## config.mk

```make
export PLATFORM = sky130hd
export DESIGN_NAME = sap_datapath
export DESIGN_NICKNAME = d
export VERILOG_FILES = /design/src/rtl/sap_pkg.sv /design/src/rtl/sap_ram16x8.sv /design/src/rtl/sap_datapath.sv
export SDC_FILE = /design/constraint.sdc
export NUM_CORES = 1
export LEC_CHECK = 0
export ABC_CLOCK_PERIOD_IN_PS = 7000
export BUFFER_PORTS_ARGS = -buffer_cell sky130_fd_sc_hd__clkbuf_2
export CORE_MARGIN = 5
export CORE_UTILIZATION = 40
export DETAILED_ROUTE_END_ITERATION = 12
export SYNTH_ARGS = -nofsm -noshare
export SYNTH_HDL_FRONTEND = slang
export SYNTH_HIERARCHICAL = 1
export SYNTH_SLANG_ARGS = --single-unit
```

## constraint.sdc

```tcl
create_clock -name clk -period 7 [get_ports clk]
set_clock_uncertainty 0.05 [all_clocks]
set_input_delay 0.35 -clock clk [delete_from_list [all_inputs] [get_ports clk]]
set_output_delay 0.35 -clock clk [all_outputs]
set_load 0.05 [all_outputs]
```

## src/rtl/sap_pkg.sv

```systemverilog
// Shared constants for the SAP-style microcomputer: widths, control-word
// bit positions and opcode values used by both datapath and controller.
package sap_pkg;

    localparam int SAP_DATA_W    = 8;
    localparam int SAP_ADDR_W    = 4;
    localparam int SAP_CW_W      = 15;
    localparam int SAP_RAM_DEPTH = 1 << SAP_ADDR_W;

    // Control-word bit positions, MSB (HLT) down to LSB (J).
    localparam int CW_HLT = 14;
    localparam int CW_MI  = 13;
    localparam int CW_RI  = 12;
    localparam int CW_RO  = 11;
    localparam int CW_IO  = 10;
    localparam int CW_II  = 9;
    localparam int CW_AI  = 8;
    localparam int CW_AO  = 7;
    localparam int CW_SO  = 6;
    localparam int CW_SU  = 5;
    localparam int CW_BI  = 4;
    localparam int CW_OI  = 3;
    localparam int CW_CE  = 2;
    localparam int CW_CO  = 1;
    localparam int CW_J   = 0;

    typedef enum logic [3:0] {
        OP_NOP = 4'h0,
        OP_LDA = 4'h1,
        OP_ADD = 4'h2,
        OP_SUB = 4'h3,
        OP_JMP = 4'h4,
        OP_OUT = 4'hE,
        OP_HLT = 4'hF
    } opcode_e;

    // True when two or more of the bus-driver enables are asserted together.
    function automatic logic more_than_one(input logic [4:0] v);
        return (v & (v - 5'd1)) != 5'd0;
    endfunction

endpackage

```

## src/rtl/sap_ram16x8.sv

```systemverilog
// 16x8 program/data RAM: combinational read, synchronous write. The write
// port is taken by the program loader while prog_mode is high, otherwise by
// the datapath's RI path. Contents are never cleared.
module sap_ram16x8
    import sap_pkg::*;
#(
    parameter int DATA_W = SAP_DATA_W,
    parameter int ADDR_W = SAP_ADDR_W
) (
    input  logic              clk,
    input  logic              prog_mode,
    input  logic              prog_we,
    input  logic [ADDR_W-1:0] prog_addr,
    input  logic [DATA_W-1:0] prog_data,
    input  logic              run_we,
    input  logic [ADDR_W-1:0] run_addr,
    input  logic [DATA_W-1:0] run_data,
    input  logic [ADDR_W-1:0] rd_addr,
    output logic [DATA_W-1:0] rd_data
);

    logic [DATA_W-1:0] mem [1 << ADDR_W];

    logic              wr_en;
    logic [ADDR_W-1:0] wr_addr;
    logic [DATA_W-1:0] wr_data;

    // Select which port owns the single physical write port.
    always_comb begin
        wr_en   = run_we;
        wr_addr = run_addr;
        wr_data = run_data;
        if (prog_mode) begin
            wr_en   = prog_we;
            wr_addr = prog_addr;
            wr_data = prog_data;
        end
    end

    // Synchronous write; no reset so the loaded program survives rst_n.
    always_ff @(posedge clk) begin
        if (wr_en) begin
            mem[wr_addr] <= wr_data;
        end
    end

    // Asynchronous read so RO data is usable in the same cycle as MAR.
    assign rd_data = mem[rd_addr];

endmodule

```

## src/rtl/sap_datapath.sv

```systemverilog
// SAP datapath: PC, MAR, RAM, IR, A/B, add/sub ALU and output register on
// one shared 8-bit bus. Executes the control word present at each rising
// edge and hands the opcode back to the controller.
module sap_datapath
    import sap_pkg::*;
#(
    parameter int DATA_W = SAP_DATA_W,
    parameter int ADDR_W = SAP_ADDR_W,
    parameter int CW_W   = SAP_CW_W
) (
    input  logic              clk,
    input  logic              rst_n,
    input  logic [CW_W-1:0]   ctrl_wrd,
    input  logic              prog_mode,
    input  logic              prog_we,
    input  logic [ADDR_W-1:0] prog_addr,
    input  logic [DATA_W-1:0] prog_data,
    output logic [3:0]        opcode,
    output logic [DATA_W-1:0] out_data,
    output logic              halt,
    output logic              carry,
    output logic              zero,
    output logic              bus_conflict,
    output logic [DATA_W-1:0] bus_dbg,
    output logic [ADDR_W-1:0] pc_dbg
);

    logic [ADDR_W-1:0] pc_q, pc_d;
    logic [ADDR_W-1:0] mar_q, mar_d;
    logic [DATA_W-1:0] ir_q, ir_d;
    logic [DATA_W-1:0] a_q, a_d;
    logic [DATA_W-1:0] b_q, b_d;
    logic [DATA_W-1:0] out_q, out_d;
    logic              carry_q, carry_d;
    logic              zero_q, zero_d;
    logic              halt_q, halt_d;
    logic              conflict_q, conflict_d;

    logic [DATA_W-1:0] bus;
    logic [DATA_W-1:0] ram_rd;
    logic [DATA_W-1:0] alu_b;
    logic [DATA_W:0]   alu_sum;
    logic              active;
    logic              run_we;

    logic cw_hlt, cw_mi, cw_ri, cw_ro, cw_io, cw_ii, cw_ai, cw_ao;
    logic cw_so, cw_su, cw_bi, cw_oi, cw_ce, cw_co, cw_j;

    assign cw_hlt = ctrl_wrd[CW_HLT];
    assign cw_mi  = ctrl_wrd[CW_MI];
    assign cw_ri  = ctrl_wrd[CW_RI];
    assign cw_ro  = ctrl_wrd[CW_RO];
    assign cw_io  = ctrl_wrd[CW_IO];
    assign cw_ii  = ctrl_wrd[CW_II];
    assign cw_ai  = ctrl_wrd[CW_AI];
    assign cw_ao  = ctrl_wrd[CW_AO];
    assign cw_so  = ctrl_wrd[CW_SO];
    assign cw_su  = ctrl_wrd[CW_SU];
    assign cw_bi  = ctrl_wrd[CW_BI];
    assign cw_oi  = ctrl_wrd[CW_OI];
    assign cw_ce  = ctrl_wrd[CW_CE];
    assign cw_co  = ctrl_wrd[CW_CO];
    assign cw_j   = ctrl_wrd[CW_J];

    // The control word only acts while running; halt and program-load freeze it.
    assign active = !halt_q && !prog_mode;
    // Keep RI from writing RAM on an edge that arrives while reset is held.
    assign run_we = active && cw_ri && rst_n;

    sap_ram16x8 #(
        .DATA_W (DATA_W),
        .ADDR_W (ADDR_W)
    ) u_ram (
        .clk       (clk),
        .prog_mode (prog_mode),
        .prog_we   (prog_we),
        .prog_addr (prog_addr),
        .prog_data (prog_data),
        .run_we    (run_we),
        .run_addr  (mar_q),
        .run_data  (bus),
        .rd_addr   (mar_q),
        .rd_data   (ram_rd)
    );

    // ALU: subtraction is A + ~B + 1, so carry=1 means no borrow.
    always_comb begin
        alu_b   = cw_su ? ~b_q : b_q;
        alu_sum = {1'b0, a_q} + {1'b0, alu_b} + (DATA_W + 1)'(cw_su);
    end

    // Shared bus with fixed driver priority RO > IO > AO > SO > CO.
    always_comb begin
        bus = '0;
        if (cw_ro) begin
            bus = ram_rd;
        end else if (cw_io) begin
            bus = {{(DATA_W - 4){1'b0}}, ir_q[3:0]};
        end else if (cw_ao) begin
            bus = a_q;
        end else if (cw_so) begin
            bus = alu_sum[DATA_W-1:0];
        end else if (cw_co) begin
            bus = {{(DATA_W - ADDR_W){1'b0}}, pc_q};
        end
    end

    // Next-state for every register: hold by default, load from the bus when active.
    always_comb begin
        pc_d       = pc_q;
        mar_d      = mar_q;
        ir_d       = ir_q;
        a_d        = a_q;
        b_d        = b_q;
        out_d      = out_q;
        carry_d    = carry_q;
        zero_d     = zero_q;
        halt_d     = halt_q;
        conflict_d = conflict_q;
        if (active) begin
            if (cw_mi) mar_d = bus[ADDR_W-1:0];
            if (cw_ii) ir_d  = bus;
            if (cw_ai) a_d   = bus;
            if (cw_bi) b_d   = bus;
            if (cw_oi) out_d = bus;
            // A jump wins over the increment when both are in one word.
            if (cw_j) begin
                pc_d = bus[ADDR_W-1:0];
            end else if (cw_ce) begin
                pc_d = pc_q + ADDR_W'(1);
            end
            // Flags track only an ALU result written back into A.
            if (cw_so && cw_ai) begin
                carry_d = alu_sum[DATA_W];
                zero_d  = (alu_sum[DATA_W-1:0] == '0);
            end
            if (cw_hlt) halt_d = 1'b1;
            if (more_than_one({cw_ro, cw_io, cw_ao, cw_so, cw_co})) begin
                conflict_d = 1'b1;
            end
        end
    end

    // Register bank with asynchronous clear; RAM is deliberately not touched.
    always_ff @(posedge clk or negedge rst_n) begin
        if (!rst_n) begin
            pc_q       <= '0;
            mar_q      <= '0;
            ir_q       <= '0;
            a_q        <= '0;
            b_q        <= '0;
            out_q      <= '0;
            carry_q    <= 1'b0;
            zero_q     <= 1'b0;
            halt_q     <= 1'b0;
            conflict_q <= 1'b0;
        end else begin
            pc_q       <= pc_d;
            mar_q      <= mar_d;
            ir_q       <= ir_d;
            a_q        <= a_d;
            b_q        <= b_d;
            out_q      <= out_d;
            carry_q    <= carry_d;
            zero_q     <= zero_d;
            halt_q     <= halt_d;
            conflict_q <= conflict_d;
        end
    end

    assign opcode       = ir_q[DATA_W-1:DATA_W-4];
    assign out_data     = out_q;
    assign halt         = halt_q;
    assign carry        = carry_q;
    assign zero         = zero_q;
    assign bus_conflict = conflict_q;
    assign bus_dbg      = bus;
    assign pc_dbg       = pc_q;

endmodule

```

==> impl_metrics.env <==
export IMPL_status="completed"
export IMPL_arrival_ns=3.75
export IMPL_holdBufCountCts=0
export IMPL_setup_violations=0
export IMPL_cp_num_buf_inv=2
export IMPL_fp_dieH_um=149
export IMPL_clock_tree_root_cell="clkbuf_16"
export IMPL_cpPeakStageDelay_ns=1.11
export IMPL_post_drt_wl_per_cell_um=21.9
export IMPL_cts_num_sinks=172
export IMPL_cts_tree="built"
export IMPL_max_cap_viol_count=0
export IMPL_syn_area_um2=7760
export IMPL_nets=639
export IMPL_cts_buffers=17
export IMPL_path_cells="mux4_1, a22oi_1, nand2_1, a222oi_1, inv_1, clkbuf_2"
export IMPL_synthArstFlopShare_pct=25.6
export IMPL_track_usage_pct=17.6
export IMPL_die_area_um2=22300
export IMPL_viasPerCell=5.65
export IMPL_clk_path_buf_depth=2
export IMPL_ys_ff_latch=172
export IMPL_netlist_instances=536
export IMPL_start_util_pct=40.3
export IMPL_synth_edff_count=128
export IMPL_finalCriticalPeriod_ns=4.15
export IMPL_yosysWarningCount=6
export IMPL_leakage_uw=0.00331
export IMPL_h_tree_depth=4
export IMPL_layout_common_cells="128 x edfxtp_1, 58 x clkbuf_2, 55 x nand2_1, 47 x o21ai_0, 43 x dfrtp_1"
export IMPL_post_cts_setup_buffers=0
export IMPL_drive_above_1_share_pct=22.3
export IMPL_diodes=0
export IMPL_synth_ff_type="edfxtp_1"
export IMPL_grt_antenna_before_repair=0
export IMPL_synth_nets=578
export IMPL_final_area_um2=8920
export IMPL_die_x_um=149
export IMPL_totalWireLength_um=19200
export IMPL_rsz0062_at_grt="no"
export IMPL_maxSlewHeadroom_pct=15.7
export IMPL_core_area_um2=19300
export IMPL_grt_pass1_vias=4961
export IMPL_ys_types=65
export IMPL_worstMarginPinSlew_ns=1.26
export IMPL_syn2layout_area_growth_pct=15.0
export IMPL_io_buffers=58
export IMPL_placed_area_um2=8300
export IMPL_clk_insertion_delay_late_ns=0.43
export IMPL_num_vias=4941
export IMPL_drc=0
export IMPL_dr_pass1_iters=4
export IMPL_rows=51
export IMPL_critPathRequiredTime_ns=6.60
export IMPL_hpwlAfterDp_um=12800
export IMPL_slew_viol_final=0
export IMPL_worstPathMaxFanout=35
export IMPL_ant_nets=0
export IMPL_synth_top_cell_area_share_pct=49.5
export IMPL_grt_pass1_wl_um=29200
export IMPL_hold_slack_ns=0.0619
export IMPL_grt_overflow=0
export IMPL_routabilityCongestion=0.903
export IMPL_cp_start_kind="flip-flop"
export IMPL_synth_seq_area_share_pct=63.7
export IMPL_hold_viol_final=0
export IMPL_cp_top_family="flip-flops"
export IMPL_ir_worst_vdd_mv=0.193
export IMPL_grt_max_degree=45
export IMPL_worstSetupEndpointType="output port"
export IMPL_finalCritPeriodShare_pct=59.3
export IMPL_drtIter0Drc=342
export IMPL_cts_repair_resized=0
export IMPL_path_class="flip-flop to output port"
export IMPL_synth_avg_cell_area_um2=14.5
export IMPL_final_common_cell="edfxtp_1"
export IMPL_p_per_area_nw_per_um2=332
export IMPL_fillers=1705
export IMPL_final_util_pct=46.3
export IMPL_clock_fmax_ghz=0.241
export IMPL_path_clk_slew_ns=0.07
export IMPL_tns_ns=0
export IMPL_hp_class="primary input to asynchronous set/reset pin"
export IMPL_synth_area_leader_cell="edfxtp_1"
export IMPL_ios=59
export IMPL_yosys_top_cells_area="edfxtp_1 50%, dfrtp_1 14%, mux4_2 5.2%"
export IMPL_slowest_stage="dfrtp_2"
==> synth_stat cells (3+ instances only) <==
master,number
a21oi_1,20
ha_1,10
dfrtp_1,44
buf_6,4
clkbuf_1,9
a31oi_1,3
buf_4,5
edfxtp_1,128
inv_1,18
nand3_1,9
o21ai_0,47
nand2b_1,4
mux2_2,11
o211ai_1,3
mux4_2,18
xor2_1,10
nand3b_1,3
buf_2,3
nor2b_1,6
nor2_1,28
a22oi_1,17
mux4_1,14
nor3_1,7
clkdlybuf4s25_2,3
nand2_1,55
==> routing by layer <==
metal	global-route usage, %	vias up	part of all wire (%)
met1	22.4	2517	41
met3	4.62	32	6.8
met4	5.13	0	2.0
li1	-	2215	-
met2	29.8	177	50
met5	0	-	0
==> per-stage QoR <==
stage	setup slack, ns	power [uW]	instances
detailed placement	3.20	1980	843
global placement	3.23	1970	843
CTS	2.82	2980	875
global route	2.49	3100	875
floorplan	3.84	1790	536
finish	2.85	2970	875
==> power by group <==
group,internal (uW),leakage [uW],switching (uW)
Clock,576,0.000304,426
Combinational,247,0.00128,462
Sequential,1190,0.00172,62.6
==> sequential cells by signal (all words and copies together) (netlist names) <==
name	flops
carry	1
bus_conflict	1
halt	1
ir_q	8
pc_dbg	4
b_q	8
out_data	8
u_ram/mem	128
zero	1
mar_q	4
a_q	8
==> layout make-up <==
cell class              instances  area, um2  area share, %
multi-input cells             320       2590           29.0
inverters                      18       67.6          0.757
clock inverters                15        196           2.20
well taps                     265        332           3.72
flip-flops and latches        172       4950           55.4
repair buffers                 68        365           4.09
clock buffers                  17        425           4.77
==> logic make-up (layout without fill, tap and decap cells) <==
| family | Yosys count | in the layout | share of synthesized area, % |
|---|---|---|---|
| DFF | 172 | 172 | 63.7 |
| and+or+nand+nor | 130 | 130 | 7.88 |
| AOI/OAI and AO/OA | 123 | 123 | 10.4 |
| muxes | 45 | 45 | 11.8 |
| buffers and inverters | 44 | 118 | 3.05 |
| adders and majority gates | 11 | 11 | 1.87 |
| xor gates and xnor gates | 11 | 11 | 1.24 |
==> worst paths after layout <==
path	from	slack, ns	depth (start not counted)	end
hold reg to reg	bus_conflict	0.43	1	bus_conflict
min in group clk	ctrl_wrd[14]	0.07	2	halt
max in group asynchronous	rst_n	6.42	2	mar_q[0]
setup reg to reg	mar_q[0]	3.21	6	u_ram/mem[13][6]
setup / recovery	mar_q[0]	2.85	6	bus_dbg[6]
hold / removal	rst_n	0.06	2	ir_q[5]
No activity file was read; power rests on OpenSTA's default activity.
